===== config.mk =====
export PLATFORM = sky130hd
export DESIGN_NAME = rgb_button_pwm
export DESIGN_NICKNAME = d
export VERILOG_FILES = /design/src/rtl/rgb_button_pwm.sv
export SDC_FILE = /design/constraint.sdc
export NUM_CORES = 1
export LEC_CHECK = 0
export CAP_MARGIN = 0
export CORE_MARGIN = 2
export CORE_UTILIZATION = 37
export CTS_BUF_LIST = sky130_fd_sc_hd__clkbuf_16
export DETAILED_ROUTE_END_ITERATION = 8
export MAX_ROUTING_LAYER = met4
export PLACE_DENSITY = 0.65
export SLEW_MARGIN = 30
export SYNTH_ARGS = -nofsm -noshare
export SYNTH_HDL_FRONTEND = slang
export SYNTH_SLANG_ARGS = --single-unit

===== constraint.sdc =====
create_clock -name clk -period 3.7 [get_ports clk]
set_input_delay 0.555 -clock clk [delete_from_list [all_inputs] [get_ports clk]]
set_output_delay 0.555 -clock clk [all_outputs]
set_load 0.01 [all_outputs]

===== src/rtl/rgb_button_pwm.sv =====
// rgb_button_pwm: N-channel button-to-LED controller.
// Each active-low button is synchronised, debounced and turned into a
// one-clock press pulse; each press updates that channel's brightness level
// (toggle or step mode), which drives a PWM LED output.
//
// Ports:
//   clk         design clock
//   reset       asynchronous active-high reset
//   button_n_i  raw active-low buttons, asynchronous to clk
//   mode_i      0 = toggle, 1 = step; used only on press events
//   led_o       PWM LED drive per channel, active-high
//   pressed_o   debounced button state per channel, active-high
//   press_o     one-clock pulse per accepted press
//   level_o     brightness levels, ch i at [i*PWM_BITS +: PWM_BITS]
module rgb_button_pwm #(
  parameter int unsigned NUM_CH          = 3,
  parameter int unsigned DEBOUNCE_CYCLES = 120_000,
  parameter int unsigned PWM_BITS        = 8,
  parameter int unsigned STEP            = 32
) (
  input  logic                         clk,
  input  logic                         reset,
  input  logic [NUM_CH-1:0]            button_n_i,
  input  logic                         mode_i,
  output logic [NUM_CH-1:0]            led_o,
  output logic [NUM_CH-1:0]            pressed_o,
  output logic [NUM_CH-1:0]            press_o,
  output logic [NUM_CH*PWM_BITS-1:0]   level_o
);

  localparam int unsigned CNT_W     = $clog2(DEBOUNCE_CYCLES);
  localparam int unsigned LVL_MAX_I = (1 << PWM_BITS) - 1;

  localparam logic [CNT_W-1:0]    CNT_LAST = CNT_W'(DEBOUNCE_CYCLES - 1);
  localparam logic [PWM_BITS-1:0] LVL_MAX  = PWM_BITS'(LVL_MAX_I);
  localparam logic [PWM_BITS-1:0] STEP_LIM = PWM_BITS'(LVL_MAX_I - STEP);
  localparam logic [PWM_BITS-1:0] STEP_INC = PWM_BITS'(STEP);

  logic [NUM_CH-1:0]   sync0;
  logic [NUM_CH-1:0]   sync1;
  logic [PWM_BITS-1:0] pwm_cnt;

  // Two-flop synchroniser; idle (released) level is 1.
  always_ff @(posedge clk or posedge reset) begin
    if (reset) begin
      sync0 <= '1;
      sync1 <= '1;
    end else begin
      sync0 <= button_n_i;
      sync1 <= sync0;
    end
  end

  // Free-running PWM counter shared by all channels.
  always_ff @(posedge clk or posedge reset) begin
    if (reset) begin
      pwm_cnt <= '0;
    end else begin
      pwm_cnt <= pwm_cnt + PWM_BITS'(1);
    end
  end

  for (genvar g = 0; g < NUM_CH; g++) begin : g_ch
    logic [CNT_W-1:0]    deb_cnt;
    logic                pressed_q;
    logic                press_q;
    logic                led_q;
    logic [PWM_BITS-1:0] level;
    logic [PWM_BITS-1:0] active;
    logic                btn_now;
    logic                differ;
    logic                accept;

    assign btn_now = ~sync1[g];
    assign differ  = (btn_now != pressed_q);
    // Input has differed for DEBOUNCE_CYCLES consecutive clocks.
    assign accept  = differ && (deb_cnt == CNT_LAST);

    // Debounce counter and state; pulse only on the press edge.
    always_ff @(posedge clk or posedge reset) begin
      if (reset) begin
        deb_cnt   <= '0;
        pressed_q <= 1'b0;
        press_q   <= 1'b0;
      end else begin
        press_q <= accept && btn_now;
        if (accept) begin
          pressed_q <= btn_now;
          deb_cnt   <= '0;
        end else if (differ) begin
          deb_cnt <= deb_cnt + CNT_W'(1);
        end else begin
          deb_cnt <= '0;
        end
      end
    end

    // Level update in the clock after the press pulse; step wraps to 0.
    always_ff @(posedge clk or posedge reset) begin
      if (reset) begin
        level <= '0;
      end else if (press_q) begin
        if (!mode_i) begin
          level <= (level == '0) ? LVL_MAX : '0;
        end else if (level > STEP_LIM) begin
          level <= '0;
        end else begin
          level <= level + STEP_INC;
        end
      end
    end

    // Shadow level loads only at the end of a period to avoid glitches.
    always_ff @(posedge clk or posedge reset) begin
      if (reset) begin
        active <= '0;
        led_q  <= 1'b0;
      end else begin
        if (pwm_cnt == LVL_MAX) begin
          active <= level;
        end
        led_q <= (active > pwm_cnt);
      end
    end

    assign pressed_o[g]                        = pressed_q;
    assign press_o[g]                          = press_q;
    assign led_o[g]                            = led_q;
    assign level_o[g*PWM_BITS +: PWM_BITS]     = level;
  end

endmodule


==> impl_metrics.env, run 1 <==
export IMPL_async_reset_ff_share_pct=100
export IMPL_grtUsageMet2_pct=25.1
export IMPL_slew_headroom_pct=54.9
export IMPL_drv_slew=0
export IMPL_synth_top_family_by_area="simple AND/OR/NAND/NOR gates"
export IMPL_core_area_sq_mm=0.0133
export IMPL_nNetsFinal=566
export IMPL_drtIter0Drc=320
export IMPL_cpPeakStageDelay_ns=0.64
export IMPL_ctsResizeCount=0
export IMPL_wire_per_inst_microns=14.1
export IMPL_first_global_vias=3659
export IMPL_cp_max_fo=7
export IMPL_synth_area_sq_mm=0.00512
export IMPL_ys_seq_elements=98
export IMPL_ant_nets=0
export IMPL_grt_max_degree=54
export IMPL_r2r_cells=5
export IMPL_grt_busiest_layer="met2"
export IMPL_cellPowerDensity_mw_per_mm2=367
export IMPL_yosys_warnings=0
export IMPL_synthAdderAreaFrac_pct=7.58
export IMPL_route_vias_total=3667
export IMPL_antenna_found_initial=0
export IMPL_yosys_area_share_simple_pct=19.7
export IMPL_fin_skew_ns=0.00677
export IMPL_numCtsBuffers=9
export IMPL_vias_per_cell=5.16
export IMPL_dr_pass1_iters=4
export IMPL_drcViolationCount=0
export IMPL_routabilityCongestion=0.813
export IMPL_crit_path_end_kind="register"
export IMPL_io_buffers=38
export IMPL_synth_area_mux_share_pct=3.64
export IMPL_fin_util_pct=43.9
export IMPL_setup_viol=0
export IMPL_holdWs_ns=0.359
export IMPL_critPathBufInv=0
export IMPL_routed_wl_mm=10.0
export IMPL_hold_path_endpoint="sync1[0]"
export IMPL_cpMostUsedCell="or4_1"
export IMPL_grt_met1_usage_pct=18.2
export IMPL_crit_type="register to register"
export IMPL_synthXorXnorAreaFrac_pct=8.39
export IMPL_cts_root_buffer="clkbuf_16"
export IMPL_vdd_drop_max_uv=197
export IMPL_whs_path_depth=0
export IMPL_worstPathArrival_ns=2.35
export IMPL_crit_chain="ha_1 > nand2_1 > or4_1 > or4_1 > a21oi_1"
export IMPL_synth_compound_area_share_pct=7.19
export IMPL_hold_start="sync0[0]"
export IMPL_synth_cell_types=43
export IMPL_critical_path_top_delay_family="simple AND/OR/NAND/NOR gates"
export IMPL_antennaDiodeCount=0
export IMPL_placed_area_sq_mm=0.00554
export IMPL_total_leakage_power_nw=2.40
export IMPL_post_cts_buffers=0
export IMPL_path_clk_slew_ns=0.07
export IMPL_ys_flop_type="dfrtp_1"
export IMPL_io_pins=39
export IMPL_required_ns=3.96
export IMPL_grtUsageMet3_pct=2.25
export IMPL_status="finished clean"
export IMPL_post_route_period_util_pct=56.3
export IMPL_synth_avg_cell_area_sq_um=10.1
export IMPL_die_h_microns=122
export IMPL_cts_buffer_depth=2
export IMPL_grt_pass1_wl_mm=17.3
export IMPL_drive_above_1_share_pct=8.43
export IMPL_fin_area_sq_mm=0.00586
export IMPL_synth_edf_count=0
export IMPL_rsz0062_at_grt="no"
export IMPL_hold_buffers=0
export IMPL_cts_sinks=98
export IMPL_grt_overflow=0
export IMPL_syn2layout_area_growth_pct=14.6
export IMPL_hpwlAfterDp_mm=7.21
export IMPL_grt_util_all_layers_pct=15.1
export IMPL_fin_total_pwr_mw=2.15
export IMPL_tns_ns=0
export IMPL_synth_seq_area_share_pct=48.1
export IMPL_tightest_slew_ns=0.676
export IMPL_critPathLaunchType="register"
export IMPL_timing_rr_end="g_ch[2].deb_cnt[16]"
export IMPL_min_path_type="register to register"
export IMPL_synthesis_instances=508
export IMPL_rows=42
export IMPL_dieArea_sq_mm=0.0148
export IMPL_clk_latency_ns=0.34
export IMPL_fmax_ghz=0.480
export IMPL_hold_viol=0
export IMPL_maxCapViolCount=0
export IMPL_htree_levels=3
export IMPL_synth_nets=545
export IMPL_slowest_stage="or4_1"
export IMPL_initial_core_util_pct=38.3
export IMPL_reg2reg_slack_ns=1.62
export IMPL_min_period_ns=2.08
export IMPL_timing_rr_start="g_ch[2].deb_cnt[0]"
export IMPL_die_x_microns=122
export IMPL_tritoncts="yes"
cells by family (layout without fill, tap and decap cells):
family                   count (synthesis)  in the layout
AO/OA/AOI/OAI                           62             62
XOR/XNOR                                49             49
adder cells (fa/ha/maj)                 31             31
buffers and inverters                   51             77
flip-flops                              98             98
multiplexers                            17             17
AND/OR/NAND/NOR                        200            200
synthesized netlist by cell type (6+ instances only):
library cell	count	area, sq um
dfrtp_1	92	2300
nor2_1	62	233
xnor2_1	40	350
nand2_1	35	131
ha_1	31	388
nand4_1	26	163
buf_4	21	158
inv_1	21	78.8
o21ai_0	21	105
a21oi_1	19	95.1
nand3_1	17	85.1
nor3_1	14	70.1
mux2_2	13	146
nor4_1	13	81.3
xor2_1	9	78.8
dfstp_2	6	158
where the power goes:
part,switching (mW),internal [mW],total [mW]
Combinational,0.0417,0.0186,0.0603
Sequential,0.0126,1.08,1.10
Clock,0.402,0.591,0.993
Total,0.456,1.69,2.15
per-stage QoR:
stage | worst slack [ns] | std cells
after global routing | 1.45 | 710
final | 1.62 | 710
after global placement | 1.37 | 694
after detailed placement | 1.27 | 694
after CTS | 1.61 | 710
after floorplan | 0.593 | 508
cell usage in the layout (no fill, tap or decap), types with 4 or more instances in the layout:
master / Yosys / layout
ha_1: 31 / 31
nor4_1: 13 / 13
dfstp_2: 6 / 6
a21oi_1: 19 / 19
xnor2_1: 40 / 40
xor2_1: 9 / 9
clkdlybuf4s50_1: 0 / 38
nor2_1: 62 / 61
nand2b_1: 4 / 4
or3_1: 5 / 5
mux2i_1: 4 / 4
and2_1: 5 / 5
dfrtp_1: 92 / 92
o21a_1: 5 / 5
nand2_1: 35 / 35
or4_1: 5 / 5
nand4_1: 26 / 26
nand3_1: 17 / 17
inv_1: 21 / 20
nor3_1: 14 / 14
o21ai_0: 21 / 21
clkbuf_16: 0 / 9
mux2_2: 13 / 13
routing by layer:
metal / up-vias / part of all wire [%]
met1: 1780 / 45
met2: 62 / 50
met3: 17 / 2.7
met4: 0 / 2.0
met5: - / 0
li1: 1808 / -
final cells by class:
class | count | area [sq um]
Clock inverter | 7 | 92.6
Clock buffer | 9 | 225
Timing Repair Buffer | 40 | 395
Fill cell | 1258 | 7490
Multi-Input combinational cell | 359 | 2390
Tap cell | 176 | 220
Sequential cell | 98 | 2460
Inverter | 21 | 81.3
how the worst max path moves through the flow:
stage                       start                   to  slack, ns  cells after the start
2_1_floorplan               reset    g_ch[0].active[4]       0.59                      1
3_3_place_gp               mode_i     g_ch[0].level[6]       1.37                      5
3_5_place_dp               mode_i     g_ch[0].level[6]       1.27                      5
4_1_cts        g_ch[2].deb_cnt[0]  g_ch[2].deb_cnt[16]       1.61                      5
5_1_grt        g_ch[0].deb_cnt[2]  g_ch[0].deb_cnt[12]       1.45                      4
6_report       g_ch[2].deb_cnt[0]  g_ch[2].deb_cnt[16]       1.62                      5
registers in the layout, summed over array words and instances, names as in the netlist:
name,cells
g_ch.level,12
sync1,3
pwm_cnt,8
g_ch.active,12
g_ch.pressed_q,3
g_ch.press_q,3
g_ch.led_q,3
g_ch.deb_cnt,51
sync0,3
Power figures use the tool's default switching activity.
==> inputs of run 2 (changes only) <==
PLACE_DENSITY = 0.67   (was 0.65)
clock period = 1.7 ns   (was 3.7 ns; I/O delays follow)
==> run 2 against run 1 <==
Against the previous run: the run now ends with setup timing left; die area stayed put; sequential power is 120% higher; first-iteration DRC count is 9.1% lower; sequential share of layout area is 2.7 points lower; wire length is 1.4% higher; largest cell class unchanged; largest power group unchanged; highest routed layer unchanged.
==> impl_metrics.env, run 2 (synthesized netlist as in run 1, its figures left out) <==
export IMPL_ff_latch_area_sq_mm=0.00247
export IMPL_cp_max_fo=5
export IMPL_r2r_cells=5
export IMPL_routabilityCongestion=0.850
export IMPL_hold_viol=0
export IMPL_grt_pass1_wl_mm=17.5
export IMPL_post_route_period_util_pct=101
export IMPL_fin_util_pct=47.2
export IMPL_largestRegisters="g_ch.deb_cnt (51), g_ch.active (12), g_ch.level (12)"
export IMPL_vdd_drop_max_uv=560
export IMPL_min_path_type="primary input to register"
export IMPL_initial_core_util_pct=38.3
export IMPL_required_ns=1.98
export IMPL_vias_per_cell=5.08
export IMPL_whs_path_depth=1
export IMPL_wire_per_inst_microns=13.3
export IMPL_core_area_sq_mm=0.0133
export IMPL_worstPathArrival_ns=1.99
export IMPL_slew_headroom_pct=73.9
export IMPL_fin_cells=761
export IMPL_placed_area_sq_mm=0.00591
export IMPL_fin_skew_ns=0.00602
export IMPL_mostFrequentLayoutCells="80 x dfrtp_1, 62 x nor2_1, 52 x buf_4"
export IMPL_cts_root_buffer="clkbuf_16"
export IMPL_dieArea_sq_mm=0.0148
export IMPL_cellPowerDensity_mw_per_mm2=743
export IMPL_timing_rr_end="g_ch[2].deb_cnt[16]"
export IMPL_fill_cells=1222
export IMPL_tightest_slew_ns=0.391
export IMPL_place_ws_ns=-0.160
export IMPL_critPathLaunchType="register"
export IMPL_die_h_microns=122
export IMPL_dr_pass1_iters=4
export IMPL_tritoncts="yes"
export IMPL_grt_max_degree=73
export IMPL_first_global_vias=3830
export IMPL_drv_slew=0
export IMPL_timing_rr_start="g_ch[2].deb_cnt[0]"
export IMPL_slowest_stage="or4_4"
export IMPL_cpPeakStageDelay_ns=0.50
export IMPL_ant_nets=0
export IMPL_htree_levels=3
export IMPL_hpwlAfterDp_mm=7.47
export IMPL_grt_util_all_layers_pct=15.3
export IMPL_grt_overflow=0
export IMPL_layout_commonest_cell="dfrtp_1"
export IMPL_antennaDiodeCount=0
export IMPL_setup_ws_ns=-0.00989
export IMPL_numCtsBuffers=9
export IMPL_dp_cells=741
export IMPL_nNetsFinal=617
export IMPL_io_buffers=38
export IMPL_status="complete, but fails checks"
export IMPL_antenna_found_initial=0
export IMPL_cpMostUsedCell="or4_4"
export IMPL_regMostFlops="g_ch.deb_cnt"
export IMPL_hold_path_endpoint="sync0[0]"
export IMPL_rows=42
export IMPL_maxCapViolCount=0
export IMPL_rsz0062_at_grt="yes"
export IMPL_clk_latency_ns=0.35
export IMPL_die_x_microns=122
export IMPL_cts_sinks=98
export IMPL_hold_start="button_n_i[0]"
export IMPL_setup_viol=1
export IMPL_min_period_ns=1.71
export IMPL_syn2layout_area_growth_pct=23.2
export IMPL_largest_register_ffs=51
export IMPL_total_leakage_power_nw=2.65
export IMPL_cts_buffer_depth=2
export IMPL_path_clk_slew_ns=0.07
export IMPL_routed_wl_mm=10.1
export IMPL_fin_area_sq_mm=0.00630
export IMPL_crit_path_end_kind="register"
export IMPL_drive_above_1_share_pct=20.0
export IMPL_drtIter0Drc=291
export IMPL_reg2reg_slack_ns=-0.01
export IMPL_violations="setup timing"
export IMPL_drcViolationCount=0
export IMPL_route_vias_total=3864
export IMPL_crit_type="register to register"
export IMPL_fmax_ghz=0.585
export IMPL_io_pins=39
export IMPL_multi_input_area_sq_mm=0.00242
export IMPL_crit_chain="ha_2 > nand2_2 > or4_4 > or4_4 > a21oi_2"
run 2: changes by cell type in the layout (fill, tap and decap cells not counted), moves of 3 or more:
cell	change
or4_4	+3
dfrtp_1	-12
dfrtp_2	+12
buf_4	+50
o21ai_1	+3
or4_1	-3
run 2: per-stage QoR:
step / hold WS [ns] / setup TNS (ns) / power [mW]
after CTS: 0.298 / -0.0676 / 4.76
after global placement: 0.346 / -0.0767 / 2.60
after global routing: 0.298 / -0.106 / 4.87
final: 0.312 / -0.00989 / 4.68
after detailed placement: 0.352 / -0.258 / 2.61
after floorplan: 0.259 / -0.440 / 2.52
run 2: power breakdown:
group	leakage [nW]	total, mW	switching, mW	internal, mW
logic	1.20	0.182	0.107	0.0750
registers	1.29	2.38	0.0185	2.36
clock network	0.156	2.12	0.846	1.27
total	2.65	4.68	0.971	3.71
run 2: how the worst max path moves through the flow:
stage | slack (ns) | from | to
after floorplan | -0.20 | g_ch[2].deb_cnt[0] | g_ch[2].deb_cnt[16]
after global placement | -0.08 | g_ch[2].deb_cnt[1] | g_ch[2].deb_cnt[16]
after detailed placement | -0.16 | g_ch[2].deb_cnt[1] | g_ch[2].deb_cnt[16]
after CTS | -0.07 | g_ch[2].deb_cnt[1] | g_ch[2].deb_cnt[16]
after global routing | -0.07 | g_ch[2].deb_cnt[0] | g_ch[2].deb_cnt[16]
final | -0.01 | g_ch[2].deb_cnt[0] | g_ch[2].deb_cnt[16]
run 2: cell type report:
type,instances,area share [%]
clock inverters,7,1.37
inverters,21,1.31
multi-input cells,359,38.4
repair buffers,91,12.5
flip-flops and latches,98,39.3
well taps,176,3.49
clock buffers,9,3.57
run 2: worst max-delay path, delay by kind of cell (launching register included):
kind                     cells  cell delay (ns)
AO/OA/AOI/OAI                1             0.13
adder cells (fa/ha/maj)      1             0.19
flip-flops                   1             0.35
AND/OR/NAND/NOR              3             0.98
run 2: timing repair:
action                                  4_1_cts  5_1_grt
pin swaps                                     3        5
hold buffers                                  0        0
endpoints found under the setup margin       14       40
gates resized for setup                       8       17
setup buffers                                 0        4
run 2: per-layer routing:
metal	track usage [%]	share of wire (%)	wire [microns]
met1	17.7	43	4400
met5	-	0	0
met4	6.32	1.3	127
met2	26.0	52	5230
met3	3.37	3.8	388
==> edit (config.mk and constraints of run 1) <==
Register the output `press_o` once more, with the module's reset; this adds one clock of latency there. The other outputs are not delayed to match.
--- a/src/rtl/rgb_button_pwm.sv
+++ b/src/rtl/rgb_button_pwm.sv
@@ -36,4 +36,6 @@
   localparam logic [PWM_BITS-1:0] STEP_LIM = PWM_BITS'(LVL_MAX_I - STEP);
   localparam logic [PWM_BITS-1:0] STEP_INC = PWM_BITS'(STEP);
+
+  logic [NUM_CH-1:0] press_d;
 
   logic [NUM_CH-1:0]   sync0;
@@ -125,9 +127,17 @@
 
     assign pressed_o[g]                        = pressed_q;
-    assign press_o[g]                          = press_q;
+    assign press_d[g]                          = press_q;
     assign led_o[g]                            = led_q;
     assign level_o[g*PWM_BITS +: PWM_BITS]     = level;
   end
 
+  always_ff @(posedge clk or posedge reset) begin
+    if (reset) begin
+      press_o <= '0;
+    end else begin
+      press_o <= press_d;
+    end
+  end
+
 endmodule
 
Function: no difference found for any inputs over 10 cycles, from zero or initial values and one cycle with reset high; that may be too few to reach the edited logic, so the function may still have changed.
==> edit against run 1 <==
Final area grew 1.0%. Worst hold slack lost 4.2 ps. Worst setup slack lost 160 ps. Count of clock-buffer cells in the layout is the same. Power shrank 2.3%. Critical path type unchanged. Sequential cell count grew 3. Routed wire length shrank 4.6%. Largest cell class unchanged. Die area grew 1.4%. Highest routed layer unchanged. Non-clock buffer count shrank 1. Combinational power grew 5.3%. Area after synthesis grew 1.5%.
==> edit: results (changes against run 1) <==
GRT
  – First-pass GRT wire length: 16770 um (-3.3%)
  – Vias in the first global route: 3694 (+0.96%)
  – All-Layer GR Usage: 14.37% (-0.75 points)
  – Initial antenna violation count: 0 (unchanged)
  – Largest net degree at the start of global routing: 67 (+24%)

Clocking
  – CTS Hold Bufs: 0 (unchanged)
  – Clk buf depth: 2 (unchanged)
  – CTS root buf: clkbuf_16
  – Worst-Skew Late Latency: 340 ps (about the same)
  – Post-CTS resize count: 0 (unchanged)
  – H-tree depth: 3 (unchanged)
  – TritonCTS Buffers: 9 (unchanged)

Job
  – Max-Cap Viols: 0 (unchanged)

Synth
  – Synth area leaders: dfrtp_1, xnor2_1, ha_1, nor2_1, nand4_1
  – Syn nets: 538 (-1.3%)
  – Dominant synthesized flop cell: dfrtp_1
  – Unique cell type count in the Yosys netlist: 48 (+12%)
  – Top post-synthesis cells by count: dfrtp_1, nor2_1, xnor2_1
  – Register area share after synthesis: 48.82% (+0.74 points)

Route
  – Drt first pass iters: 4 (unchanged)
  – Final WL: 9547 um (-4.6%)
  – Vias per inst: 5.131 (-0.65%)
  – DRT iter0 DRCs: 275 (-14%)

Critical path
  – Worst-case reg-to-reg path depth: 4 (-1)
  – Worst Setup EP: g_ch[2].deb_cnt[2]
  – Register-to-register setup slack: 1450 ps (-160 ps)
  – Crit path from: g_ch[2].deb_cnt[9]
  – Crit path arrival time: 2440 ps (+90 ps)
  – Max Fanout on Critical Path: 16 (+9)

Worst hold path
  – WHS Path Cells: 0 (unchanged)
  – HP Class: reg -> reg

Status
  – Status: complete, no violations

Place
  – Dpl hpwl: 6731 um (-6.6%)
  – GP Congestion: 0.8260 (+1.6%)
  – Area after DPL: 5633 um2 (+1.6%)

Pwr
  – VDD IR-drop max: 0.0002135 V (+8.4%)
  – P_comb: 63.5 uW (+5.3%)
  – Leakage: 2.441 nW (+1.9%)
  – Cell internal pwr: 1.653 mW (-2.4%)

Final layout
  – Layout cells sized above 1: 9.623% (+1.2 points)
  – Final net count: 562 (-0.71%)

STA
  – Setup Skew: 7.855 ps (+1.087 ps)
  – Worst slew margin relative to its limit: 48.88% (-6.0 points)
edit: cell families (layout without fill, tap and decap cells):
kind of cell | Yosys count | in the layout | synth area share, %
XOR/XNOR | 55 | 55 | 9.277
AO/OA/AOI/OAI | 50 | 50 | 5.590
flip-flops | 101 | 101 | 48.82
AND/OR/NAND/NOR | 193 | 193 | 19.28
buffers and inverters | 52 | 81 | 5.566
multiplexers | 19 | 19 | 4.000
adder cells (fa/ha/maj) | 31 | 31 | 7.470
edit: final cells by class:
class	instances	area, um2
Clock buffer	9	225.2
Clock inverter	7	60.06
Fill cell	1317	7853
Inverter	26	100.1
Multi-Input combinational cell	348	2375
Sequential cell	101	2535
Tap cell	180	225.2
Timing Repair Buffer	39	400.4
edit: worst min-delay path by stage:
stage          startpoint        to  slack, ps
2_1_floorplan    sync0[0]  sync1[0]        350
3_3_place_gp     sync0[0]  sync1[0]        350
3_5_place_dp     sync0[0]  sync1[0]        350
4_1_cts          sync0[2]  sync1[2]        350
5_1_grt          sync0[2]  sync1[2]        360
6_report         sync0[0]  sync1[0]        350
edit: per-stage QoR:
| step | instances | power, mW | worst slack [ps] |
|---|---|---|---|
| after floorplan | 501 | 1.196 | 507.8 |
| after global placement | 694 | 1.213 | 1357 |
| after global routing | 710 | 2.180 | 1329 |
| after detailed placement | 694 | 1.216 | 1288 |
| final | 710 | 2.100 | 1451 |
| after CTS | 710 | 2.125 | 1428 |
edit: worst max-delay path: stages, from the launching register on:
cell and delay [ps]:
dfrtp_1 430, or4b_4 560, nor4_4 340, or2_1 650, nor2_1 120
edit: layer usage:
layer	GRT usage [%]	wire [um]
met5	-	0
met4	4.741	161
met3	3.067	318
met2	23.44	4630
met1	17.82	4436
